### src/rtl/stim_pulse_gen_if.sv
// Request/abort inputs and pulse-train outputs of the stimulation pulse generator.
// master: decision source / bench (drives stim_req, req_valid, stim_abort).
// slave : stim_pulse_gen (drives phase_pos, phase_neg, train_active,
//         refractory, pulse_idx, drop_cnt).
interface stim_pulse_gen_if #(
  parameter int unsigned NUM_PULSES = 3,
  parameter int unsigned DROP_WIDTH = 8
);
  localparam int unsigned IDX_W = $clog2(NUM_PULSES + 1);

  logic                  stim_req;
  logic                  req_valid;
  logic                  stim_abort;
  logic                  phase_pos;
  logic                  phase_neg;
  logic                  train_active;
  logic                  refractory;
  logic [IDX_W-1:0]      pulse_idx;
  logic [DROP_WIDTH-1:0] drop_cnt;

  modport master (
    output stim_req, req_valid, stim_abort,
    input  phase_pos, phase_neg, train_active, refractory, pulse_idx, drop_cnt
  );

  modport slave (
    input  stim_req, req_valid, stim_abort,
    output phase_pos, phase_neg, train_active, refractory, pulse_idx, drop_cnt
  );
endinterface

### src/rtl/stim_pulse_gen.sv
// Charge-balanced biphasic pulse-train generator with refractory lockout.
// Ports: clk, rst (sync, active-high), bus (slave modport of stim_pulse_gen_if):
//   stim_req/req_valid  detection decision and its one-cycle strobe
//   stim_abort          level-sensitive safety abort
//   phase_pos/phase_neg anodic/cathodic drive (registered, mutually exclusive)
//   train_active        first POS cycle through last NEG cycle
//   refractory          lockout after each train
//   pulse_idx           pulses completed in the current train
//   drop_cnt            saturating count of requests seen while busy
module stim_pulse_gen #(
  parameter int unsigned PHASE_W    = 4,
  parameter int unsigned GAP_W      = 2,
  parameter int unsigned PERIOD     = 20,
  parameter int unsigned NUM_PULSES = 3,
  parameter int unsigned REFRACT    = 50,
  parameter int unsigned CNT_WIDTH  = 16,
  parameter int unsigned DROP_WIDTH = 8
) (
  input  logic              clk,
  input  logic              rst,
  stim_pulse_gen_if.slave   bus
);

  localparam int unsigned IDX_W = $clog2(NUM_PULSES + 1);

  localparam logic [CNT_WIDTH-1:0] T_PHASE = CNT_WIDTH'(PHASE_W);
  localparam logic [CNT_WIDTH-1:0] T_GAP   = CNT_WIDTH'(GAP_W);
  localparam logic [CNT_WIDTH-1:0] T_REST  = CNT_WIDTH'(PERIOD - 2 * PHASE_W - GAP_W);
  localparam logic [CNT_WIDTH-1:0] T_REFR  = CNT_WIDTH'(REFRACT);
  localparam logic [CNT_WIDTH-1:0] T_ONE   = CNT_WIDTH'(1);
  localparam logic [IDX_W-1:0]     LAST_IDX = IDX_W'(NUM_PULSES);

  typedef enum logic [2:0] {
    S_IDLE,
    S_POS,
    S_GAP,
    S_NEG,
    S_REST,
    S_REFR
  } state_e;

  state_e                state_q, state_d;
  logic [CNT_WIDTH-1:0]  timer_q, timer_d;
  logic [IDX_W-1:0]      pulse_idx_q, pulse_idx_d;
  logic [DROP_WIDTH-1:0] drop_cnt_q, drop_cnt_d;
  logic                  abort_q, abort_d;
  logic                  phase_pos_q, phase_pos_d;
  logic                  phase_neg_q, phase_neg_d;
  logic                  train_active_q, train_active_d;
  logic                  refractory_q, refractory_d;

  logic req;
  logic timer_done;

  assign req        = bus.req_valid & bus.stim_req;
  assign timer_done = (timer_q == T_ONE);

  // Next-state, timer, pulse count, abort latch and drop counter.
  always_comb begin
    state_d     = state_q;
    timer_d     = timer_q;
    pulse_idx_d = pulse_idx_q;
    abort_d     = abort_q;
    drop_cnt_d  = drop_cnt_q;

    // Busy-state requests are counted, never queued; includes the REFR->IDLE edge.
    if ((state_q != S_IDLE) && req && (drop_cnt_q != '1)) begin
      drop_cnt_d = drop_cnt_q + DROP_WIDTH'(1);
    end

    unique case (state_q)
      S_IDLE: begin
        if (req && !bus.stim_abort) begin
          state_d = S_POS;
          timer_d = T_PHASE;
        end
      end

      S_POS: begin
        if (bus.stim_abort) abort_d = 1'b1;
        if (timer_done) begin
          if (GAP_W > 0) begin
            state_d = S_GAP;
            timer_d = T_GAP;
          end else begin
            state_d = S_NEG;
            timer_d = T_PHASE;
          end
        end else begin
          timer_d = timer_q - T_ONE;
        end
      end

      S_GAP: begin
        if (bus.stim_abort) abort_d = 1'b1;
        if (timer_done) begin
          state_d = S_NEG;
          timer_d = T_PHASE;
        end else begin
          timer_d = timer_q - T_ONE;
        end
      end

      // NEG always runs to completion so every pulse stays charge balanced.
      S_NEG: begin
        if (bus.stim_abort) abort_d = 1'b1;
        if (timer_done) begin
          pulse_idx_d = pulse_idx_q + IDX_W'(1);
          if ((pulse_idx_d == LAST_IDX) || abort_q || bus.stim_abort) begin
            state_d = S_REFR;
            timer_d = T_REFR;
            abort_d = 1'b0;
          end else begin
            state_d = S_REST;
            timer_d = T_REST;
          end
        end else begin
          timer_d = timer_q - T_ONE;
        end
      end

      // No phase is in flight during REST, so an abort takes effect at once.
      S_REST: begin
        if (bus.stim_abort) begin
          state_d = S_REFR;
          timer_d = T_REFR;
          abort_d = 1'b0;
        end else if (timer_done) begin
          state_d = S_POS;
          timer_d = T_PHASE;
        end else begin
          timer_d = timer_q - T_ONE;
        end
      end

      S_REFR: begin
        if (timer_done) begin
          state_d     = S_IDLE;
          timer_d     = '0;
          pulse_idx_d = '0;
        end else begin
          timer_d = timer_q - T_ONE;
        end
      end

      default: begin
        state_d     = S_IDLE;
        timer_d     = '0;
        pulse_idx_d = '0;
        abort_d     = 1'b0;
      end
    endcase

    // Outputs decoded from the next state so they register with it.
    phase_pos_d    = (state_d == S_POS);
    phase_neg_d    = (state_d == S_NEG);
    train_active_d = (state_d == S_POS) || (state_d == S_GAP) ||
                     (state_d == S_NEG) || (state_d == S_REST);
    refractory_d   = (state_d == S_REFR);
  end

  // State and output registers.
  always_ff @(posedge clk) begin
    if (rst) begin
      state_q        <= S_IDLE;
      timer_q        <= '0;
      pulse_idx_q    <= '0;
      drop_cnt_q     <= '0;
      abort_q        <= 1'b0;
      phase_pos_q    <= 1'b0;
      phase_neg_q    <= 1'b0;
      train_active_q <= 1'b0;
      refractory_q   <= 1'b0;
    end else begin
      state_q        <= state_d;
      timer_q        <= timer_d;
      pulse_idx_q    <= pulse_idx_d;
      drop_cnt_q     <= drop_cnt_d;
      abort_q        <= abort_d;
      phase_pos_q    <= phase_pos_d;
      phase_neg_q    <= phase_neg_d;
      train_active_q <= train_active_d;
      refractory_q   <= refractory_d;
    end
  end

  assign bus.phase_pos    = phase_pos_q;
  assign bus.phase_neg    = phase_neg_q;
  assign bus.train_active = train_active_q;
  assign bus.refractory   = refractory_q;
  assign bus.pulse_idx    = pulse_idx_q;
  assign bus.drop_cnt     = drop_cnt_q;

  // Both electrodes driven at once would short the stimulator output stage.
  phase_exclusive_a: assert property (@(posedge clk) disable iff (rst)
    !(phase_pos_q && phase_neg_q));

endmodule
### src/flat_wrapper.sv
// flat-port wrapper written by rule: the top's interface ports become plain ports
module stim_pulse_gen_flat 
#(
  parameter int unsigned PHASE_W    = 4,
  parameter int unsigned GAP_W      = 2,
  parameter int unsigned PERIOD     = 20,
  parameter int unsigned NUM_PULSES = 3,
  parameter int unsigned REFRACT    = 50,
  parameter int unsigned CNT_WIDTH  = 16,
  parameter int unsigned DROP_WIDTH = 8
)
  (clk, rst, bus_stim_req, bus_req_valid, bus_stim_abort, bus_phase_pos, bus_phase_neg, bus_train_active, bus_refractory, bus_pulse_idx, bus_drop_cnt);
  stim_pulse_gen_if #(.NUM_PULSES(NUM_PULSES), .DROP_WIDTH(DROP_WIDTH)) bus_i ();
  input  logic clk;
  input  logic rst;
  input wire logic [$bits(bus_i.stim_req)-1:0] bus_stim_req;
  input wire logic [$bits(bus_i.req_valid)-1:0] bus_req_valid;
  input wire logic [$bits(bus_i.stim_abort)-1:0] bus_stim_abort;
  output wire logic [$bits(bus_i.phase_pos)-1:0] bus_phase_pos;
  output wire logic [$bits(bus_i.phase_neg)-1:0] bus_phase_neg;
  output wire logic [$bits(bus_i.train_active)-1:0] bus_train_active;
  output wire logic [$bits(bus_i.refractory)-1:0] bus_refractory;
  output wire logic [$bits(bus_i.pulse_idx)-1:0] bus_pulse_idx;
  output wire logic [$bits(bus_i.drop_cnt)-1:0] bus_drop_cnt;
  assign bus_i.stim_req = bus_stim_req;
  assign bus_i.req_valid = bus_req_valid;
  assign bus_i.stim_abort = bus_stim_abort;
  assign bus_phase_pos = bus_i.phase_pos;
  assign bus_phase_neg = bus_i.phase_neg;
  assign bus_train_active = bus_i.train_active;
  assign bus_refractory = bus_i.refractory;
  assign bus_pulse_idx = bus_i.pulse_idx;
  assign bus_drop_cnt = bus_i.drop_cnt;
  stim_pulse_gen #(.PHASE_W(PHASE_W), .GAP_W(GAP_W), .PERIOD(PERIOD), .NUM_PULSES(NUM_PULSES), .REFRACT(REFRACT), .CNT_WIDTH(CNT_WIDTH), .DROP_WIDTH(DROP_WIDTH)) u_core (.clk(clk), .rst(rst), .bus(bus_i));
endmodule
### config.mk
export PLATFORM = sky130hd
export DESIGN_NAME = stim_pulse_gen_flat
export DESIGN_NICKNAME = d
export VERILOG_FILES = /design/src/rtl/stim_pulse_gen_if.sv /design/src/rtl/stim_pulse_gen.sv /design/src/flat_wrapper.sv
export SDC_FILE = /design/constraint.sdc
export NUM_CORES = 1
export LEC_CHECK = 0
export CELL_PAD_IN_SITES_DETAIL_PLACEMENT = 1
export CELL_PAD_IN_SITES_GLOBAL_PLACEMENT = 2
export CORE_MARGIN = 8
export CORE_UTILIZATION = 33
export CTS_CLUSTER_SIZE = 12
export DETAILED_ROUTE_END_ITERATION = 8
export PLACE_DENSITY = 0.74
export SLEW_MARGIN = 25
export SYNTH_ARGS = -nofsm -noshare
export SYNTH_HDL_FRONTEND = slang
export SYNTH_SLANG_ARGS = --single-unit
export TNS_END_PERCENT = 30
### constraint.sdc
create_clock -name clk -period 2.5 [get_ports clk]
set_input_delay 0.25 -clock clk [delete_from_list [all_inputs] [get_ports clk]]
set_output_delay 0.25 -clock clk [all_outputs]
set_load 0.02 [all_outputs]
==> results.py, run 1 <==
metrics = {
    "run_status": {
        "status": "finished, final reports clean",
    },
    "power": {
        "net-switching-power_uw": 311,
        "internal-power_uw": 847,
        "vdd_drop_max_mv": 0.184,
        "comb_power_share_pct": 13.3,
        "swShare_pct": 26.9,
        "power.static_leakage_nw": 0.787,
        "share_seq_of_total_power_pct": 49.9,
        "p_per_area_nw_per_um2": 529,
        "power.share.clock_pct": 36.8,
    },
    "global_routing": {
        "grt.overflow.total": 0,
        "grt_antenna_before_repair": 0,
        "first_global_vias": 1724,
        "global_route_wire_length_before_repair_um": 8780,
        "gr-usage-all-layers_pct": 12.8,
        "grt_start_max_net_pins": 19,
    },
    "clock_network": {
        "worstSkewPairLatency_ns": 0.29,
        "cts-buffers-inserted": 5,
        "cts-resized-gates": 0,
        "cts.path.max_buffers": 2,
        "cts_root_buf": "sky130_fd_sc_hd__clkbuf_8",
        "postCtsHoldBufs": 0,
        "htree_num_levels": 2,
        "worst_path_clk_slew_ns": 0.08,
        "cts_tree": "built",
        "numClockSinks": 34,
        "postCtsSetupRepairBufs": 0,
    },
    "setup_path": {
        "worst_path_largest_cell_delay_ns": 0.69,
        "worst-endpoint-required_ns": 2.63,
        "worst_r2r_startpoint": "u_core.timer_q[1]",
        "timing.critical_path.slowest_stage_cell": "sky130_fd_sc_hd__o21bai_1",
        "critical_path.startpoint_type": "register",
        "timing.critical_path.buf_inv": 1,
        "cells_traversed_along_the_worst_timing_path": "inv_1, ha_1, nor4b_2, and4_4, a21oi_1, o21bai_1, nor2_1",
        "timing_worst_setup_path_type": "reg2reg",
        "critical_path.max_fanout": 11,
        "cp.arrival_ns": 2.30,
        "r2r_end": "u_core.timer_q[7]",
        "setup.reg_to_reg.worst_slack_ns": 0.34,
        "reg2reg_depth": 7,
        "worstSetupEndpointType": "register",
        "path_delay_family": "compound AO/OA/AOI/OAI gates",
    },
    "placed_design": {
        "place.gp.congestion": 0.752,
        "dpl.cell_count": 309,
        "place_ws_ns": 0.303,
        "dpl_hpwl_um": 3610,
        "io_buffers": 18,
    },
    "timing": {
        "finalMaxSlewViolations": 0,
        "setup_tns_ns": 0,
        "final_critical_path_setup_slack_ns": 0.339,
        "finalClockSkew_ns": 0.0121,
        "tightestPinTransition_ns": 0.869,
        "worst_hold_slack_ns": 0.490,
        "max-slew-margin-rel_pct": 41.9,
        "max_freq_mhz": 463,
        "grt_setup_unrepaired": "no",
        "setup_violations": 0,
        "period_needed_ns": 2.16,
        "finalHoldViolCount": 0,
        "finalCritPeriodShare_pct": 86.5,
    },
    "route": {
        "initialDrtViolationCount": 44,
        "wl_per_cell_um": 15.3,
        "finalWirelength_um": 4840,
        "drtPass1Iterations": 4,
        "route.antenna.remaining_nets": 0,
        "route.detailed.drc": 0,
        "via_per_inst": 5.17,
        "vias": 1639,
    },
    "finish": {
        "layout.cells.most_common": "sky130_fd_sc_hd__dfxtp_1",
        "finalCoreUtilization_pct": 40.3,
        "multi_input_comb_area_um2": 1060,
        "layout.filler_cells": 664,
        "layout.cells.most_common_list": "34 x sky130_fd_sc_hd__dfxtp_1, 33 x sky130_fd_sc_hd__nor2_1, 18 x sky130_fd_sc_hd__clkdlybuf4s50_1",
        "nNetsFinal": 253,
        "antennaDiodeCount": 0,
        "finalNonFillerCells": 317,
        "layout_cell_share_with_drive_strength_beyond_1_pct": 10.2,
        "footprint_of_the_flip_flops_and_latches_um2": 681,
        "area.growth.synth_to_final_pct": 18.8,
    },
    "yosys": {
        "ys_seq_elements": 34,
        "synth-async-reset-ratio_pct": 0,
        "synth_warnings": 0,
        "syn_area_um2": 1840,
        "synth_flop_cell": "sky130_fd_sc_hd__dfxtp_1",
        "sequential_cell_area_fraction_in_the_yosys_report_pct": 36.9,
        "synth_area_per_cell_um2": 8.23,
        "synthesis.instances": 224,
        "synth_edf_count": 0,
        "net_count_of_the_mapped_netlist": 233,
        "synthDistinctLibCells": 51,
    },
    "job": {
        "drv.max_cap_violation_count": 0,
    },
    "floorplanning": {
        "fp.dieW_um": 90.7,
        "std_cell_rows": 27,
        "starting_density_of_the_core_pct": 33.9,
        "core_um2": 5440,
        "area_of_the_die_um2": 8230,
        "die_y_um": 90.7,
        "top_level_ports": 19,
    },
    "hold_path": {
        "hold_start": "u_core.bus.pulse_idx[0]",
        "hold_path_class": "reg2reg",
        "hold-path-cell-count": 2,
        "min_delay_worst_endpoint": "u_core.bus.pulse_idx[0]",
    },
}
## logic make-up after synthesis
logic type | synth area share [%]
fa+ha+maj | 2.72
flops | 36.9
buf+inv | 5.70
simple gates | 28.4
compound gates | 17.6
mux | 0.543
xor+xnor | 8.08
## worst max path at each step
stage,start,endpoint,cells after the start
detailed placement,bus_stim_abort,u_core.timer_q[10],6
global route,u_core.timer_q[1],u_core.timer_q[10],7
finish,u_core.timer_q[1],u_core.timer_q[7],7
global placement,bus_stim_abort,u_core.timer_q[9],6
CTS,u_core.timer_q[1],u_core.timer_q[7],7
floorplan,u_core.timer_q[1],u_core.bus.train_active,8
## registers in the layout, summed over array words and instances, names as in the netlist
register / cells
u_core.bus.phase_pos: 1
u_core.bus.pulse_idx: 2
u_core.bus.refractory: 1
u_core.timer_q: 16
u_core.bus.drop_cnt: 8
u_core.bus.train_active: 1
u_core.state_q: 3
u_core.bus.phase_neg: 1
u_core.abort_q: 1
## layout make-up
| type | count | share of cell area (%) |
|---|---|---|
| clock buffer | 7 | 3.94 |
| sequential | 34 | 31.1 |
| multi-input combinational | 169 | 48.3 |
| inverter | 8 | 1.37 |
| clock inverter | 1 | 0.229 |
| tap | 72 | 4.11 |
| timing repair buffer | 26 | 11.0 |
## power groups by stage
stage / clock [mW] / sequential, mW / combinational [mW]
after floorplan: 0 / 0.585 / 0.116
after global placement: 0 / 0.590 / 0.154
after detailed placement: 0 / 0.590 / 0.155
after CTS: 0.445 / 0.579 / 0.156
after global routing: 0.464 / 0.581 / 0.176
final: 0.426 / 0.579 / 0.154
## tightest hold or removal path, cell delays in order, from the launching register on
cell	delay [ns]
sky130_fd_sc_hd__dfxtp_1	0.32
sky130_fd_sc_hd__o21ai_0	0.07
sky130_fd_sc_hd__a21oi_1	0.06
## synthesized netlist by cell type, drive strengths merged (3+ instances only)
master   number  area, um^2
a31oi         5        31.3
buf          10        63.8
nand2        16        62.6
nor2b         3        18.8
inv           8        30.0
xnor2        14         123
a21boi        3        22.5
xor2          3        26.3
a21oi        12        60.1
dfxtp        34         681
nand4         4        25.0
nand3         7        35.0
nor3         14        75.1
ha            4        50.1
o21ai        11        55.1
nor2         34         135
o211ai        3        22.5
nor4          5        43.8
clkbuf        3        11.3
or3           4        25.0
o2111ai       3        32.5
and2          3        21.3
## metrics by stage
stage	cell area (um^2)	power [mW]
after global placement	2100	0.745
after global routing	2190	1.22
after CTS	2190	1.18
after floorplan	1840	0.701
final	2190	1.16
after detailed placement	2100	0.745
## per-layer routing
layer / GRT usage, % / vias up / wire length (um)
met4: 4.16 / 0 / 65
li1: - / 832 / -
met5: 0 / - / 0
met3: 3.33 / 6 / 174
met1: 16.4 / 781 / 2390
met2: 20.3 / 20 / 2220
Note: power is estimated with default switching activity, not from simulation.
==> inputs of run 2 (changes only) <==
- SKIP_CTS_REPAIR_TIMING: unset -> 1
==> results of run 2 <==
No change in the layout: final DEF, timing and power equal those of run 1.
==> inputs of run 3 (changes only) <==
- CELL_PAD_IN_SITES_GLOBAL_PLACEMENT: 2 -> 1
- CORE_MARGIN: 8 -> 5
- CORE_UTILIZATION: 33 -> 42
- PLACE_DENSITY: 0.74 -> 0.76
==> results.py, run 3 (synthesized netlist as in run 1, its figures left out) <==
metrics = {
    "setup_path": {
        "setup.reg_to_reg.worst_slack_ns": 0.52,
        "r2r_end": "u_core.bus.train_active",
        "timing_worst_setup_path_type": "reg2reg",
        "timing.critical_path.slowest_stage_cell": "sky130_fd_sc_hd__dfxtp_1",
        "reg2reg_depth": 7,
        "worst_r2r_startpoint": "u_core.timer_q[1]",
        "path_delay_family": "simple AND/OR/NAND/NOR gates",
        "critical_path_cell_count": 7,
        "cp.arrival_ns": 2.18,
        "worst-endpoint-required_ns": 2.71,
        "cells_traversed_along_the_worst_timing_path": "inv_1, ha_1, nor4b_2, and4_4, and2_4, o31a_1, a221oi_2",
        "worstSetupEndpointType": "register",
        "critical_path.startpoint_type": "register",
        "critical_path.max_fanout": 16,
        "timing.critical_path.buf_inv": 1,
        "worst_path_largest_cell_delay_ns": 0.39,
    },
    "run_status": {
        "status": "finished, final reports clean",
    },
    "route": {
        "route.antenna.remaining_nets": 0,
        "drtPass1Iterations": 4,
        "finalWirelength_um": 4360,
        "initialDrtViolationCount": 64,
        "vias": 1630,
        "via_per_inst": 5.54,
        "wl_per_cell_um": 14.8,
        "route.detailed.drc": 0,
    },
    "timing": {
        "setup_violations": 0,
        "finalClockSkew_ns": 0.0106,
        "period_needed_ns": 1.98,
        "setup_tns_ns": 0,
        "final_critical_path_setup_slack_ns": 0.524,
        "finalMaxSlewViolations": 0,
        "tightestPinTransition_ns": 0.514,
        "max_freq_mhz": 506,
        "finalHoldViolCount": 0,
        "grt_setup_unrepaired": "no",
        "finalCritPeriodShare_pct": 79.0,
        "worst_hold_slack_ns": 0.500,
        "max-slew-margin-rel_pct": 65.5,
    },
    "finish": {
        "finalInstanceArea_um2": 2150,
        "area.growth.synth_to_final_pct": 16.4,
        "antennaDiodeCount": 0,
        "finalCoreUtilization_pct": 50.0,
        "layout.cells.most_common": "sky130_fd_sc_hd__dfxtp_1",
        "largest_reg_flops": 16,
        "multi_input_comb_area_um2": 1060,
        "footprint_of_the_flip_flops_and_latches_um2": 681,
        "nNetsFinal": 250,
        "layout.cells.most_common_list": "34 x sky130_fd_sc_hd__dfxtp_1, 33 x sky130_fd_sc_hd__nor2_1, 18 x sky130_fd_sc_hd__clkdlybuf4s50_1",
        "layout_cell_share_with_drive_strength_beyond_1_pct": 9.50,
        "layout.filler_cells": 536,
        "regMostFlops": "u_core.timer_q",
        "finalNonFillerCells": 294,
    },
    "floorplanning": {
        "top_level_ports": 19,
        "fp.dieW_um": 76.2,
        "std_cell_rows": 24,
        "starting_density_of_the_core_pct": 42.9,
        "area_of_the_die_um2": 5810,
        "die_y_um": 76.2,
        "core_um2": 4290,
    },
    "clock_network": {
        "worst_path_clk_slew_ns": 0.08,
        "htree_num_levels": 2,
        "cts-buffers-inserted": 5,
        "cts_root_buf": "sky130_fd_sc_hd__clkbuf_8",
        "worstSkewPairLatency_ns": 0.29,
        "cts.path.max_buffers": 2,
        "numClockSinks": 34,
        "cts_tree": "built",
    },
    "placed_design": {
        "placed_instance_area_um2": 2050,
        "dpl_hpwl_um": 3310,
        "dpl.cell_count": 286,
        "place.gp.congestion": 0.790,
        "io_buffers": 18,
        "place_ws_ns": 0.425,
    },
    "hold_path": {
        "hold_start": "u_core.bus.pulse_idx[0]",
        "hold-path-cell-count": 2,
        "hold_path_class": "reg2reg",
        "min_delay_worst_endpoint": "u_core.bus.pulse_idx[0]",
    },
    "power": {
        "p_per_area_nw_per_um2": 538,
        "total_power_mw": 1.16,
        "vdd_drop_max_mv": 0.247,
        "power.static_leakage_nw": 0.771,
    },
    "global_routing": {
        "grt_start_max_net_pins": 19,
        "met2_grt_util_pct": 25.2,
        "first_global_vias": 1647,
        "gr-usage-all-layers_pct": 16.2,
        "grt_antenna_before_repair": 0,
        "global_route_wire_length_before_repair_um": 7910,
        "globalRouteMet1Util_pct": 21.7,
        "grt_busiest_layer": "met2",
        "use_met3_pct": 3.66,
        "grt.overflow.total": 0,
    },
    "job": {
        "drv.max_cap_violation_count": 0,
    },
}
-- run 3: cell types whose count changed in the layout (fill, tap and decap cells not counted), sizes merged --
cell,delta
clkbuf,-1
clkinvlp,+1
buf,-3
-- run 3: power by group --
part / switching, mW / internal (mW)
combinational: 0.0847 / 0.0621
sequential: 0.0200 / 0.558
clock: 0.209 / 0.221
-- run 3: layer usage --
metal | vias up | routed length (um)
met5 | - | 0
met4 | 0 | 74
met3 | 8 | 120
met2 | 21 | 2000
met1 | 773 | 2170
li1 | 828 | -
-- run 3: cell type report --
type,count,share of cell area (%)
repair buffers,23,10.1
inverters,8,1.40
flip-flops and latches,34,31.7
clock inverters,2,0.583
multi-input cells,169,49.3
well taps,52,3.03
clock buffers,6,3.85
-- run 3: how the worst max path moves through the flow --
stage / from / to
floorplan: u_core.timer_q[1] / u_core.bus.train_active
global placement: bus_stim_abort / u_core.timer_q[13]
detailed placement: bus_stim_abort / u_core.timer_q[14]
CTS: u_core.timer_q[1] / u_core.bus.train_active
global route: u_core.timer_q[1] / u_core.bus.refractory
finish: u_core.timer_q[1] / u_core.bus.train_active
-- run 3: worst register-to-register path, cell delays in order (launching register included) --
cell                       delay, ns
sky130_fd_sc_hd__dfxtp_1        0.39
sky130_fd_sc_hd__inv_1          0.09
sky130_fd_sc_hd__ha_1           0.19
sky130_fd_sc_hd__nor4b_2        0.17
sky130_fd_sc_hd__and4_4         0.25
sky130_fd_sc_hd__and2_4         0.19
sky130_fd_sc_hd__o31a_1         0.34
sky130_fd_sc_hd__a221oi_2       0.27
